$ cat config.mk
export PLATFORM = sky130hd
export DESIGN_NAME = bit_serial_subtractor
export DESIGN_NICKNAME = d
export VERILOG_FILES = /design/src/rtl/bit_serial_subtractor_pkg.sv /design/src/rtl/bit_serial_subtractor_full_subtractor.sv /design/src/rtl/bit_serial_subtractor.sv
export SDC_FILE = /design/constraint.sdc
export NUM_CORES = 1
export LEC_CHECK = 0
export CORE_MARGIN = 2
export CORE_UTILIZATION = 58
export CTS_BUF_LIST = sky130_fd_sc_hd__clkbuf_2
export DETAILED_ROUTE_END_ITERATION = 7
export PLACE_DENSITY = 0.93
export SKIP_LAST_GASP = 1
export SYNTH_ARGS = -nofsm -noshare
export SYNTH_HDL_FRONTEND = slang
export SYNTH_SLANG_ARGS = --single-unit
export TNS_END_PERCENT = 5
$ cat constraint.sdc
create_clock -name clk -period 4.4 [get_ports clk]
set_input_delay 0.44 -clock clk [delete_from_list [all_inputs] [get_ports clk]]
set_output_delay 0.44 -clock clk [all_outputs]
set_load 0.05 [all_outputs]
$ cat src/rtl/bit_serial_subtractor_pkg.sv
// Shared definitions for the bit-serial subtractor: FSM state encoding and default width.
package bit_serial_subtractor_pkg;

    localparam int unsigned DEFAULT_WIDTH = 8;

    // 2'b11 is unused; the FSM treats it as illegal and falls back to IDLE.
    typedef enum logic [1:0] {
        IDLE = 2'b00,
        RUN  = 2'b01,
        DONE = 2'b10
    } state_e;

endpackage

$ cat src/rtl/bit_serial_subtractor_full_subtractor.sv
// One-bit full subtractor built from gate primitives, structured like the 1-bit full adder.
module full_subtractor_gatelevel (
    input  logic a,
    input  logic b,
    input  logic bin,
    output logic diff,
    output logic bout
);

    logic a_eq_b;
    logic a_n;
    logic gen_borrow;
    logic prop_borrow;

    // a ^ b ^ bin == xnor(xnor(a, b), bin)
    xnor u_xnor_ab   (a_eq_b, a, b);
    xnor u_xnor_diff (diff, a_eq_b, bin);

    not  u_not_a     (a_n, a);
    and  u_and_gen   (gen_borrow, a_n, b);
    and  u_and_prop  (prop_borrow, a_eq_b, bin);
    or   u_or_bout   (bout, gen_borrow, prop_borrow);

endmodule

$ cat src/rtl/bit_serial_subtractor.sv
// Multi-cycle a - b - bin, one bit per clock LSB first, with start/ready/done handshake.
module bit_serial_subtractor
    import bit_serial_subtractor_pkg::*;
#(
    parameter  int unsigned WIDTH = DEFAULT_WIDTH,
    localparam int unsigned CNT_W = $clog2(WIDTH)
) (
    input  logic             clk,
    input  logic             rst,
    input  logic             start,
    input  logic [WIDTH-1:0] a,
    input  logic [WIDTH-1:0] b,
    input  logic             bin,
    output logic             ready,
    output logic             busy,
    output logic             done,
    output logic [WIDTH-1:0] diff,
    output logic             bout
);

    localparam logic [CNT_W-1:0] LAST_BIT = CNT_W'(WIDTH - 1);

    state_e           state_q, state_d;
    logic [WIDTH-1:0] a_sh_q, a_sh_d;
    logic [WIDTH-1:0] b_sh_q, b_sh_d;
    logic [WIDTH-1:0] res_q, res_d;
    logic             br_q, br_d;
    logic [CNT_W-1:0] cnt_q, cnt_d;
    logic [WIDTH-1:0] diff_q, diff_d;
    logic             bout_q, bout_d;
    logic             ready_q, ready_d;
    logic             busy_q, busy_d;
    logic             done_q, done_d;

    logic             cell_diff;
    logic             cell_bout;

    full_subtractor_gatelevel u_cell (
        .a    (a_sh_q[0]),
        .b    (b_sh_q[0]),
        .bin  (br_q),
        .diff (cell_diff),
        .bout (cell_bout)
    );

    always_comb begin
        state_d = state_q;
        a_sh_d  = a_sh_q;
        b_sh_d  = b_sh_q;
        res_d   = res_q;
        br_d    = br_q;
        cnt_d   = cnt_q;
        diff_d  = diff_q;
        bout_d  = bout_q;

        case (state_q)
            IDLE: begin
                if (start) begin
                    a_sh_d  = a;
                    b_sh_d  = b;
                    br_d    = bin;
                    cnt_d   = '0;
                    state_d = RUN;
                end
            end
            RUN: begin
                a_sh_d = a_sh_q >> 1;
                b_sh_d = b_sh_q >> 1;
                res_d  = {cell_diff, res_q[WIDTH-1:1]};
                br_d   = cell_bout;
                if (cnt_q == LAST_BIT) begin
                    // Counter holds at WIDTH-1 instead of wrapping on the final bit.
                    diff_d  = {cell_diff, res_q[WIDTH-1:1]};
                    bout_d  = cell_bout;
                    state_d = DONE;
                end else begin
                    cnt_d = cnt_q + CNT_W'(1);
                end
            end
            DONE: state_d = IDLE;
            default: state_d = IDLE;
        endcase

        ready_d = (state_d == IDLE);
        busy_d  = (state_d == RUN);
        done_d  = (state_d == DONE);
    end

    always_ff @(posedge clk or posedge rst) begin
        if (rst) begin
            state_q <= IDLE;
            a_sh_q  <= '0;
            b_sh_q  <= '0;
            res_q   <= '0;
            br_q    <= 1'b0;
            cnt_q   <= '0;
            diff_q  <= '0;
            bout_q  <= 1'b0;
            ready_q <= 1'b1;
            busy_q  <= 1'b0;
            done_q  <= 1'b0;
        end else begin
            state_q <= state_d;
            a_sh_q  <= a_sh_d;
            b_sh_q  <= b_sh_d;
            res_q   <= res_d;
            br_q    <= br_d;
            cnt_q   <= cnt_d;
            diff_q  <= diff_d;
            bout_q  <= bout_d;
            ready_q <= ready_d;
            busy_q  <= busy_d;
            done_q  <= done_d;
        end
    end

    assign ready = ready_q;
    assign busy  = busy_q;
    assign done  = done_q;
    assign diff  = diff_q;
    assign bout  = bout_q;

endmodule

# == Word level (Yosys, flattened, before mapping) ==
# Index checks and enable logic that the tools add are counted.
# W data, S select, Z words.
# word_totals
regBits,42
latch_bits,0
ramBits,0
mem_bits_ro,0
in_bits,20
output_inout_bits,12
mem_count,0
# classes
addsub,1
mul,0
n_div,0
magnitude_cmp,0
n_eq_ne,6
shifts,0
mux,12
bitwise_logic,6
n_reduce_logical,6
# ops
cell,count
$pmux W8 S2,2
$mux W8,2
$mux W3,2
$pmux W3 S2,1
$eq A2 B1 Y1 const B,2
$logic_not A2 Y1,2
$mux W2,2
$ne A2 B2 Y1 const B,2
$pmux W2 S2,1
$reduce_and A2 Y1,2
$add A3 B1 Y3 const B,1
$eq A3 B3 Y1 const B,1
$reduce_and A3 Y1,1
$and A1 B1 Y1,2
$eq A2 B2 Y1 const B,1
$pmux W1 S2,1
$reduce_bool A2 Y1,1
$xnor A1 B1 Y1,2
$mux W1,1
$not A1 Y1,1
$or A1 B1 Y1,1

# == Longest topological paths before layout ==
# Gate-level depths: netlist (run 1).
# depth
ltp_word,4
ltp_mapped,5
depth_no_buf,4

# == By module ==
# Synthesis (run 1) repeated with hierarchy kept, for this count alone.
# unflattened
cells_unflattened,159
hier_area_um2,1818.0
# by_module_without_submodules
mod,n_inst,cells_each,area_per_inst_um2,seq_area_each_um2
bit_serial_subtractor,1,156,1790.5,1027.2
full_subtractor_gatelevel,1,3,27.5,0.0

# == Worst setup path before layout (run 1) ==
# Ideal clock, no wire load.
# synth_path
kind,register to register
from,register cnt_q[0]
to,register bout_q (netlist: bout)
setup_time_ps,125
t_arrival_ps,1438
required_time_ps,4275
setup_slack_ps,2837
path_stages_with_launch,6
synth_period_minus_slack_ps,1563
path_cell_list,dfrtp_1 -> ha_1 -> ha_1 -> nand3b_1 -> buf_4 -> mux2_4
# synth_between
elab_chain_len,2
# synth_lines
item,line,rtl
"start, declared",bit_serial_subtractor.sv:28,"logic [CNT_W-1:0] cnt_q, cnt_d;"
"start signal, assigned",bit_serial_subtractor.sv:108,cnt_q <= cnt_d;
$eq A3 B3 Y1,bit_serial_subtractor.sv:71,if (cnt_q == LAST_BIT) begin
$reduce_and A2 Y1 (no line),-,
"end signal, assigned",bit_serial_subtractor.sv:110,bout_q <= bout_d;
"end, declared",bit_serial_subtractor.sv:30,"logic bout_q, bout_d;"
# Every way passes these cells.
# A chain may end at the register's enable or synchronous reset.

# == Worst setup path after layout (run 1) ==
# layout_path
from,register ready_q (netlist: ready)
to,output ready
# layout_rtl
item,line,rtl
"start, declared",bit_serial_subtractor.sv:31,"logic ready_q, ready_d;"
"start signal, assigned",bit_serial_subtractor.sv:111,ready_q <= ready_d;
"end, declared",bit_serial_subtractor.sv:14,"output logic ready,"
# No word-level cell between the ends.

==> results of run 1 <==
==> Yosys cell counts <==
library cell	instances
fa_1	1
a22o_1	2
a211oi_1	9
a21oi_1	2
a222oi_1	6
a211o_1	3
dfrtp_1	40
nor4b_1	10
mux2i_1	2
nor2_1	6
nor2b_1	1
dfstp_2	1
nor3b_1	9
clkbuf_1	1
mux2_2	4
nand3b_1	1
and2b_4	1
buf_4	5
nor3b_2	1
inv_1	20
nor4bb_1	1
ha_1	2
o21bai_1	1
mux2_4	7
buf_6	1
mux2_1	3
and3_1	3
and4bb_1	1
buf_2	4
==> state kept, by name, summed over array words and instances (netlist names) <==
register,count
bout,1
state_q,2
busy,1
done,1
res_q,7
b_sh_q,8
br_q,1
cnt_q,3
diff,8
ready,1
a_sh_q,8
==> power breakdown <==
part / leakage, nW / switching [mW] / internal [mW] / total (mW)
clock network: 0.0287 / 0.128 / 0.0370 / 0.165
registers: 0.488 / 0.132 / 0.555 / 0.687
logic: 0.518 / 0.412 / 0.360 / 0.772
total: 1.03 / 0.671 / 0.952 / 1.62
==> logic make-up after synthesis <==
family | after synthesis | share of synthesized area [%]
buf+inv | 31 | 7.90
mux | 16 | 10.9
flops | 41 | 55.0
simple gates | 34 | 13.7
compound gates | 23 | 10.1
fa+ha+maj | 3 | 2.41
==> cell type report <==
cell class / instances / area share, %
flip-flops and latches: 41 / 46.3
multi-input cells: 76 / 31.2
repair buffers: 33 / 14.7
inverters: 20 / 3.38
well taps: 44 / 2.48
clock buffers: 5 / 1.13
clock inverters: 3 / 0.790
==> final timing paths <==
path | from | end | slack, ps | cells past startpoint
worst max-delay path | ready | ready | 2200 | 1
worst min-delay path | rst | busy | 400 | 3
worst max register to register | state_q[0] | diff[5] | 2250 | 2
worst min register to register | diff[0] | diff[0] | 540 | 1
max in group asynchronous | rst | ready | 3640 | 3
min in group clk | diff[0] | diff[0] | 540 | 1
==> routing by layer <==
| metal | up-vias | routed length [um] | GRT usage (%) |
|---|---|---|---|
| met3 | 10 | 162 | 7.04 |
| met4 | 0 | 69 | 8.39 |
| met1 | 640 | 1480 | 26.8 |
| met2 | 45 | 1780 | 37.3 |
| li1 | 588 | - | - |
| met5 | - | 0 | 0 |
==> stage by stage <==
step / cell area, um^2 / util [%] / hold slack [ps] / setup slack (ps)
floorplan: 1870 / - / 474 / 2840
global placement: 2180 / 71.3 / 486 / 2410
detailed placement: 2180 / 71.3 / 501 / 2310
CTS: 2220 / 72.7 / 415 / 2180
global route: 2220 / 72.7 / 454 / 2080
finish: 2220 / 72.7 / 398 / 2200
==> impl_metrics.json, run 1 <==
{
  "antenna_cells": 0,
  "path_class": "register to output port",
  "path_max_fanout": 1,
  "grt_max_degree": 42,
  "fmax_mhz": 454,
  "avgSynthCellArea_um2": 12.6,
  "power_density_nw_per_um2": 732,
  "synth_area_um2": 1870,
  "hold_path.class": "input pin to asynchronous set/reset pin",
  "setup.worst_path.end_class": "output port",
  "status": "finished clean",
  "dp.cells": 214,
  "cts_buffer_depth": 2,
  "synthDistinctLibCells": 29,
  "multi_input_area_um2": 693,
  "yosysWarnings": 0,
  "fp.dieW_um": 60.8,
  "slowest_delay_ps": 790,
  "viasPerCell": 5.78,
  "grt_overflow": 0,
  "wire_per_inst_um": 15.7,
  "setup_violations": 0,
  "post_cts_buffers": 0,
  "drive_gt1_share_pct": 13.5,
  "netlist_instances": 148,
  "clock_latency_ps": 420,
  "slowest_stage": "clkdlybuf4s50_1",
  "clock_skew_ps": 6.61,
  "layout_common_cells": "dfrtp_1 (40), clkdlybuf4s50_1 (31), inv_1 (20)",
  "drc": 0,
  "path_clk_slew_ps": 210,
  "numCtsBuffers": 5,
  "netlist_top_cells_area": "dfrtp_1 (54%), mux2_4 (5.6%), nor4b_1 (4.7%)",
  "io_pins": 32,
  "core_um2": 3050,
  "drt_pass1_iterations": 4,
  "cts_resized": 0,
  "vdd_ir_drop_max_mv": 0.379,
  "yosys.area.top_type": "dfrtp_1",
  "fin_setup_tns_ps": 0,
  "relSlewSlack_pct": 39.8,
  "drt_wl_total_mm": 3.49,
  "layout_worst_path_cycle_share_pct": 50.0,
  "grtUsageTotal_pct": 22.2,
  "crit_path_start_kind": "register",
  "io_buffers": 31,
  "dr_total_vias": 1283,
  "dieArea_um2": 3690,
  "power.leakage_nw": 1.03,
  "arrival_ps": 1760,
  "cts_tree": "done",
  "cp.buffers_inverters": 1,
  "crit_chain": "clkdlybuf4s50_1",
  "hpwl_mm": 2.44,
  "layout_commonest_cell": "dfrtp_1",
  "grt_pass1_vias": 1247,
  "synth-seq-cells": 41,
  "syn2layout_area_growth_pct": 18.8,
  "antenna_found_initial": 0,
  "cp_top_family": "buffers and inverters",
  "worst_slew_pin_slew_ps": 903,
  "finalPower_mw": 1.62,
  "start_util_pct": 61.2,
  "cap_violations": 0,
  "root_buffer": "clkbuf_2",
  "row_count": 20,
  "hold_viol": 0,
  "seq_area_um2": 1030,
  "fp.dieH_um": 60.8,
  "period_minus_slack_ps": 2200,
  "htreeDepth": 2,
  "place_congestion": 0.792,
  "final_antenna_net_count": 0,
  "drt-initial-drc-count": 69,
  "final_cells": 222,
  "rsz0062_at_grt": "false",
  "cts_sinks": 41,
  "drv_slew": 0,
  "syn_nets": 171,
  "yosysTopAreaCellShare_pct": 53.6,
  "nFillCells": 223,
  "grt_pass1_wl_mm": 5.75,
  "final_nets": 200,
  "hold_buffers": 0,
  "worst_ep_required_time_ps": 3960,
  "ys_seq_area_share_pct": 55.0
}
Power figures use the tool's default switching activity.
==> run 2: changes to the inputs <==
--- a/config.mk
+++ b/config.mk
@@ -6,10 +6,10 @@
 export NUM_CORES = 1
 export LEC_CHECK = 0
 export CORE_MARGIN = 2
-export CORE_UTILIZATION = 58
+export CORE_UTILIZATION = 54
 export CTS_BUF_LIST = sky130_fd_sc_hd__clkbuf_2
 export DETAILED_ROUTE_END_ITERATION = 7
-export PLACE_DENSITY = 0.93
+export PLACE_DENSITY = 0.88
 export SKIP_LAST_GASP = 1
 export SYNTH_ARGS = -nofsm -noshare
 export SYNTH_HDL_FRONTEND = slang
==> constraint.sdc (replaced) <==
create_clock -name clk -period 2.3 [get_ports clk]
set_input_delay 0.23 -clock clk [delete_from_list [all_inputs] [get_ports clk]]
set_output_delay 0.23 -clock clk [all_outputs]
set_load 0.05 [all_outputs]
==> impl_metrics.json, run 2 (synthesized netlist as in run 1, its figures left out) <==
{
  "status": "finished clean",
  "final_antenna_net_count": 0,
  "ff2ff_setup_slack_ps": 630,
  "cts_buffer_depth": 2,
  "grt_overflow": 0,
  "r2r-end": "diff[6]",
  "hpwl_mm": 2.42,
  "antenna_found_initial": 0,
  "numCtsBuffers": 5,
  "cap_violations": 0,
  "layout_commonest_cell": "dfrtp_1",
  "start_util_pct": 56.0,
  "syn2layout_area_growth_pct": 21.2,
  "wire_per_inst_um": 14.8,
  "io_pins": 32,
  "power_density_nw_per_um2": 1420,
  "grt_pass1_wl_mm": 5.93,
  "setup_violations": 0,
  "cts_tree": "done",
  "path_max_fanout": 1,
  "slowest_delay_ps": 790,
  "hold_viol": 0,
  "drive_gt1_share_pct": 14.4,
  "cts_sinks": 41,
  "period_minus_slack_ps": 1970,
  "core_um2": 3340,
  "cts_resized": 0,
  "hold_path.class": "input pin to asynchronous set/reset pin",
  "rsz0062_at_grt": "false",
  "drt_wl_total_mm": 3.35,
  "place_congestion": 0.747,
  "cp_top_family": "buffers and inverters",
  "cp.buffers_inverters": 1,
  "dr_total_vias": 1266,
  "finalPower_mw": 3.21,
  "crit_path_start_kind": "register",
  "drt_pass1_iterations": 7,
  "post_cts_buffers": 0,
  "fin_setup_tns_ps": 0,
  "relSlewSlack_pct": 66.7,
  "worst_slew_pin_slew_ps": 498,
  "clock_skew_ps": 22.6,
  "dieArea_um2": 3950,
  "nFillCells": 257,
  "htreeDepth": 2,
  "final_nets": 203,
  "viasPerCell": 5.58,
  "path_class": "register to output port",
  "grt_pass1_vias": 1298,
  "row_count": 21,
  "clock_latency_ps": 380,
  "drt-initial-drc-count": 64,
  "arrival_ps": 1740,
  "fp.dieW_um": 62.8,
  "power.leakage_nw": 1.06,
  "vdd_ir_drop_max_mv": 0.637,
  "antenna_cells": 0,
  "crit_chain": "clkdlybuf4s50_1",
  "layout_worst_path_cycle_share_pct": 85.6,
  "root_buffer": "clkbuf_2",
  "grtUsageTotal_pct": 19.3,
  "drc": 0,
  "reg2regPathDepth": 5,
  "fp.dieH_um": 62.8,
  "slowest_stage": "clkdlybuf4s50_1",
  "grt_max_degree": 42,
  "fmax_mhz": 508,
  "setup.worst_path.end_class": "output port",
  "drv_slew": 0,
  "layout_common_cells": "dfrtp_1 (40), clkdlybuf4s50_1 (31), inv_1 (20)",
  "hold_buffers": 0,
  "crit-reg2reg-launch": "cnt_q[0]",
  "path_clk_slew_ps": 210,
  "io_buffers": 31,
  "worst_ep_required_time_ps": 2070
}
==> run 2: cell count changes in the layout (fill, tap and decap cells not counted) <==
cell / before / now
clkinvlp_4: 1 / 0
buf_4: 2 / 5
bufinv_16: 0 / 1
clkinv_1: 0 / 1
clkbuf_2: 5 / 6
clkinv_2: 2 / 0
==> run 2: worst register-to-register path, stage by stage, from the launching register on <==
cell and delay, ps:
dfrtp_1 450, ha_1 210, ha_1 270, nand3b_1 120, buf_4 220, mux2_2 350
==> run 2: cell type report <==
| cell class | count | area [um^2] | share of cell area [%] |
|---|---|---|---|
| timing repair buffer | 36 | 348 | 15.4 |
| inverter | 20 | 75.1 | 3.31 |
| clock inverter | 2 | 33.8 | 1.49 |
| sequential | 41 | 1030 | 45.4 |
| clock buffer | 6 | 30.0 | 1.33 |
| multi-input combinational | 76 | 693 | 30.6 |
| tap | 46 | 57.6 | 2.54 |
==> run 2: how the worst max path moves through the flow <==
stage / slack (ps) / cells past startpoint / end / start
floorplan: 740 / 5 / bout / cnt_q[0]
global placement: 660 / 4 / cnt_q[0] / start
detailed placement: 610 / 5 / diff[6] / cnt_q[0]
CTS: 310 / 1 / ready / ready
global route: 240 / 1 / ready / ready
finish: 330 / 1 / ready / ready
==> run 2: per-layer routing <==
| metal | share of wire [%] | track usage, % | up-vias |
|---|---|---|---|
| li1 | - | - | 595 |
| met3 | 4.7 | 5.05 | 2 |
| met5 | 0 | 0 | - |
| met1 | 44 | 24.7 | 625 |
| met4 | 0.45 | 6.67 | 0 |
| met2 | 51 | 31.9 | 44 |
==> run 2: power breakdown <==
part	internal, mW	total, mW	switching, mW	leakage, nW
Clock	0.186	0.410	0.225	0.0406
Combinational	0.703	1.52	0.818	0.532
Sequential	1.06	1.28	0.218	0.488
==> run 2: through the flow <==
stage	cells	utilization [%]	area (um^2)	hold slack [ps]	setup slack [ps]
floorplan	148	-	1870	363	737
global placement	219	66.0	2200	490	664
detailed placement	219	66.0	2200	505	615
CTS	227	67.9	2260	252	313
global route	227	67.9	2260	251	239
finish	227	67.9	2260	241	332
==> run 3: changes to the inputs <==
--- a/config.mk
+++ b/config.mk
@@ -11,6 +11,7 @@
 export DETAILED_ROUTE_END_ITERATION = 7
 export PLACE_DENSITY = 0.88
 export SKIP_LAST_GASP = 1
+export SLEW_MARGIN = 20
 export SYNTH_ARGS = -nofsm -noshare
 export SYNTH_HDL_FRONTEND = slang
 export SYNTH_SLANG_ARGS = --single-unit
==> constraint.sdc (replaced) <==
create_clock -name clk -period 2.3 [get_ports clk]
set_input_delay 0.23 -clock clk [delete_from_list [all_inputs] [get_ports clk]]
set_output_delay 0.23 -clock clk [all_outputs]
set_load 0.005 [all_outputs]
==> results of run 3 <==
Same layout as run 2 (identical final DEF). Status: finished clean.
Main changes from that run: setup slack after layout 332 ps -> 625 ps; start point of the critical path ready -> cnt_q[0]; end point of the critical path ready -> diff[6]; total power 3.21 mW -> 2.87 mW; worst IR drop on VDD 0.637 mV -> 0.625 mV
==> variant, RTL diff (config.mk and constraints of run 2) <==
Take the reset off `a_sh_q`, `b_sh_q` and `res_q` and load them in a clocked block of their own.
--- a/src/rtl/bit_serial_subtractor.sv
+++ b/src/rtl/bit_serial_subtractor.sv
@@ -89,9 +89,6 @@
     always_ff @(posedge clk or posedge rst) begin
         if (rst) begin
             state_q <= IDLE;
-            a_sh_q  <= '0;
-            b_sh_q  <= '0;
-            res_q   <= '0;
             br_q    <= 1'b0;
             cnt_q   <= '0;
             diff_q  <= '0;
@@ -101,9 +98,6 @@
             done_q  <= 1'b0;
         end else begin
             state_q <= state_d;
-            a_sh_q  <= a_sh_d;
-            b_sh_q  <= b_sh_d;
-            res_q   <= res_d;
             br_q    <= br_d;
             cnt_q   <= cnt_d;
             diff_q  <= diff_d;
@@ -114,6 +108,12 @@
         end
     end
 
+    always_ff @(posedge clk) begin
+        a_sh_q <= a_sh_d;
+        b_sh_q <= b_sh_d;
+        res_q  <= res_d;
+    end
+
     assign ready = ready_q;
     assign busy  = busy_q;
     assign done  = done_q;
Behaviour: same outputs for any inputs over 10 cycles, from zero or initial values and one cycle with rst high; that may be too few to reach the edited logic, so the function may still have changed.
==> variant against run 2 <==
- final area down 7.3%
- sequential cell count unchanged
- sequential share of layout area up 9.1 points
- routed wire length shrank 24%
- area after synthesis decreased by 8.9%
- cell count down 22%
- worst setup slack gained 0.042 ns
- count of clock-buffer cells in the layout unchanged
- first-iteration DRC count shrank 11%
- clock power is 3% lower
- die area shrank 8.4%
- power is 3.2% lower
- synthesized cell count shrank 34%
==> variant: results (changes against run 2) <==
| Metric | Value |
|---|---|
| Max_slew headroom | `56.7% (-10 points)` |
| Status | `complete, no violations` |
| Sequential cell area fraction in the yosys report | `67.1% (+12 points)` |
| 1st-iter DRT viols | `57 (-11%)` |
| Vias in the first global route | `941 (-28%)` |
| First-pass GRT wire length | `4350 um (-27%)` |
| Worst-case reg-to-reg path depth | `4 (-1)` |
| Final cell count without fillers | `178 (-22%)` |
| CP max stage cell | `clkdlybuf4s50_1` |
| Cells after Synth | `97 (-34%)` |
| Mapped Nets | `120 (-30%)` |
| DP Worst Slack | `0.475 ns (-0.140 ns)` |
| CP arrival | `1.70 ns (-0.04 ns)` |
| Synth top area cells | `edfxtp_1, dfrtp_1, mux2_2, mux2_4, dfstp_2` |
| WL met3 | `204 um (+28%)` |
| CTS root buffer | `clkbuf_2` |
| RePlAce Congestion | `0.677 (-9.3%)` |
| WL met2 | `1320 um (-23%)` |
| Fin nets | `156 (-23%)` |
| Metal-1 WL | `997 um (-32%)` |
| Leak | `0.911 nW (-14%)` |
| Total track usage | `17.0% (-2.3 points)` |
| Worst vdd ir | `0.642 mV (+0.81%)` |
| Hpwl dp | `1880 um (-22%)` |
| Power Total | `3.11 mW (-3.2%)` |
| Combinational power share | `42.0% (-5.3 points)` |
| P_seq | `1.41 mW (+10%)` |
| Yosys cell types | `22 (-24%)` |
| Number of flops mapped to enable cells by yosys | `23 (+23)` |
| Asr flop ratio synth | `43.9% (-56 points)` |
| CP top delay family | `buffers and inverters` |
| P_int | `2.04 mW (+4.3%)` |
| Pin count of the biggest net entering global routing | `19 (-55%)` |
| WL per Instance | `14.4 um (-2.8%)` |
| Placed Area | `2030 um2 (-7.6%)` |
| Vias | `915 (-28%)` |
| Layout cells sized above 1 | `29.1% (+15 points)` |
| Multi-input logic area | `485 um2 (-30%)` |
| Placed insts | `170 (-22%)` |
| Clk pin slew, worst setup/hold paths | `0.19 ns (-0.02 ns)` |
| Top cells by instance count after synthesis | `edfxtp_1, dfrtp_1, mux2_2` |
| Num CTS Buffers | `5 (unchanged)` |
| Filler cells | `219 (-15%)` |
| Initial DRT Pass Iterations | `4 (-3)` |
| Skew final | `0.0178 ns (-0.00475 ns)` |
-- variant: cell count changes after synthesis, moves of 5 or more --
cell,before,now
a211oi_1,9,0
a222oi_1,6,0
buf_4,5,0
dfrtp_1,40,17
edfxtp_1,0,23
inv_1,20,7
mux2_2,4,16
nor2_1,6,1
nor3b_1,9,0
nor4b_1,10,2
-- variant: worst paths after layout --
check	startpoint	to	slack (ns)
setup / recovery	ready$_DFF_PP1_	ready	0.37
hold / removal	rst	diff[1]$_DFFE_PP0P_	0.21
setup reg to reg	cnt_q[0]$_DFFE_PP0P_	diff[0]$_DFFE_PP0P_	0.47
hold reg to reg	res_q[5]$_DFFE_PP_	res_q[4]$_DFFE_PP_	0.48
max in group asynchronous	rst	br_q$_DFFE_PP0P_	1.66
min in group clk	res_q[5]$_DFFE_PP_	res_q[4]$_DFFE_PP_	0.48
-- variant: per-layer routing --
metal	track usage, %	vias up
li1	-	427
met1	20.3	446
met2	27.0	38
met3	7.36	4
met4	6.67	0
met5	0	-
-- variant: cell type report --
cell class	instances	share of cell area, %
clock buffers	6	1.43
multi-input cells	45	23.1
well taps	44	2.62
flip-flops and latches	41	54.4
repair buffers	33	15.5
inverters	7	1.25
clock inverters	2	1.61
-- variant: logic make-up (layout without fill, tap and decap cells) --
group / Yosys count / in the layout / synth area share [%]
AND/OR/NAND/NOR: 12 / 12 / 5.81
flip-flops: 41 / 41 / 67.1
AO/OA/AOI/OAI: 7 / 7 / 3.31
buffers and inverters: 11 / 48 / 4.34
adder cells (fa/ha/maj): 3 / 3 / 2.65
multiplexers: 23 / 23 / 16.8
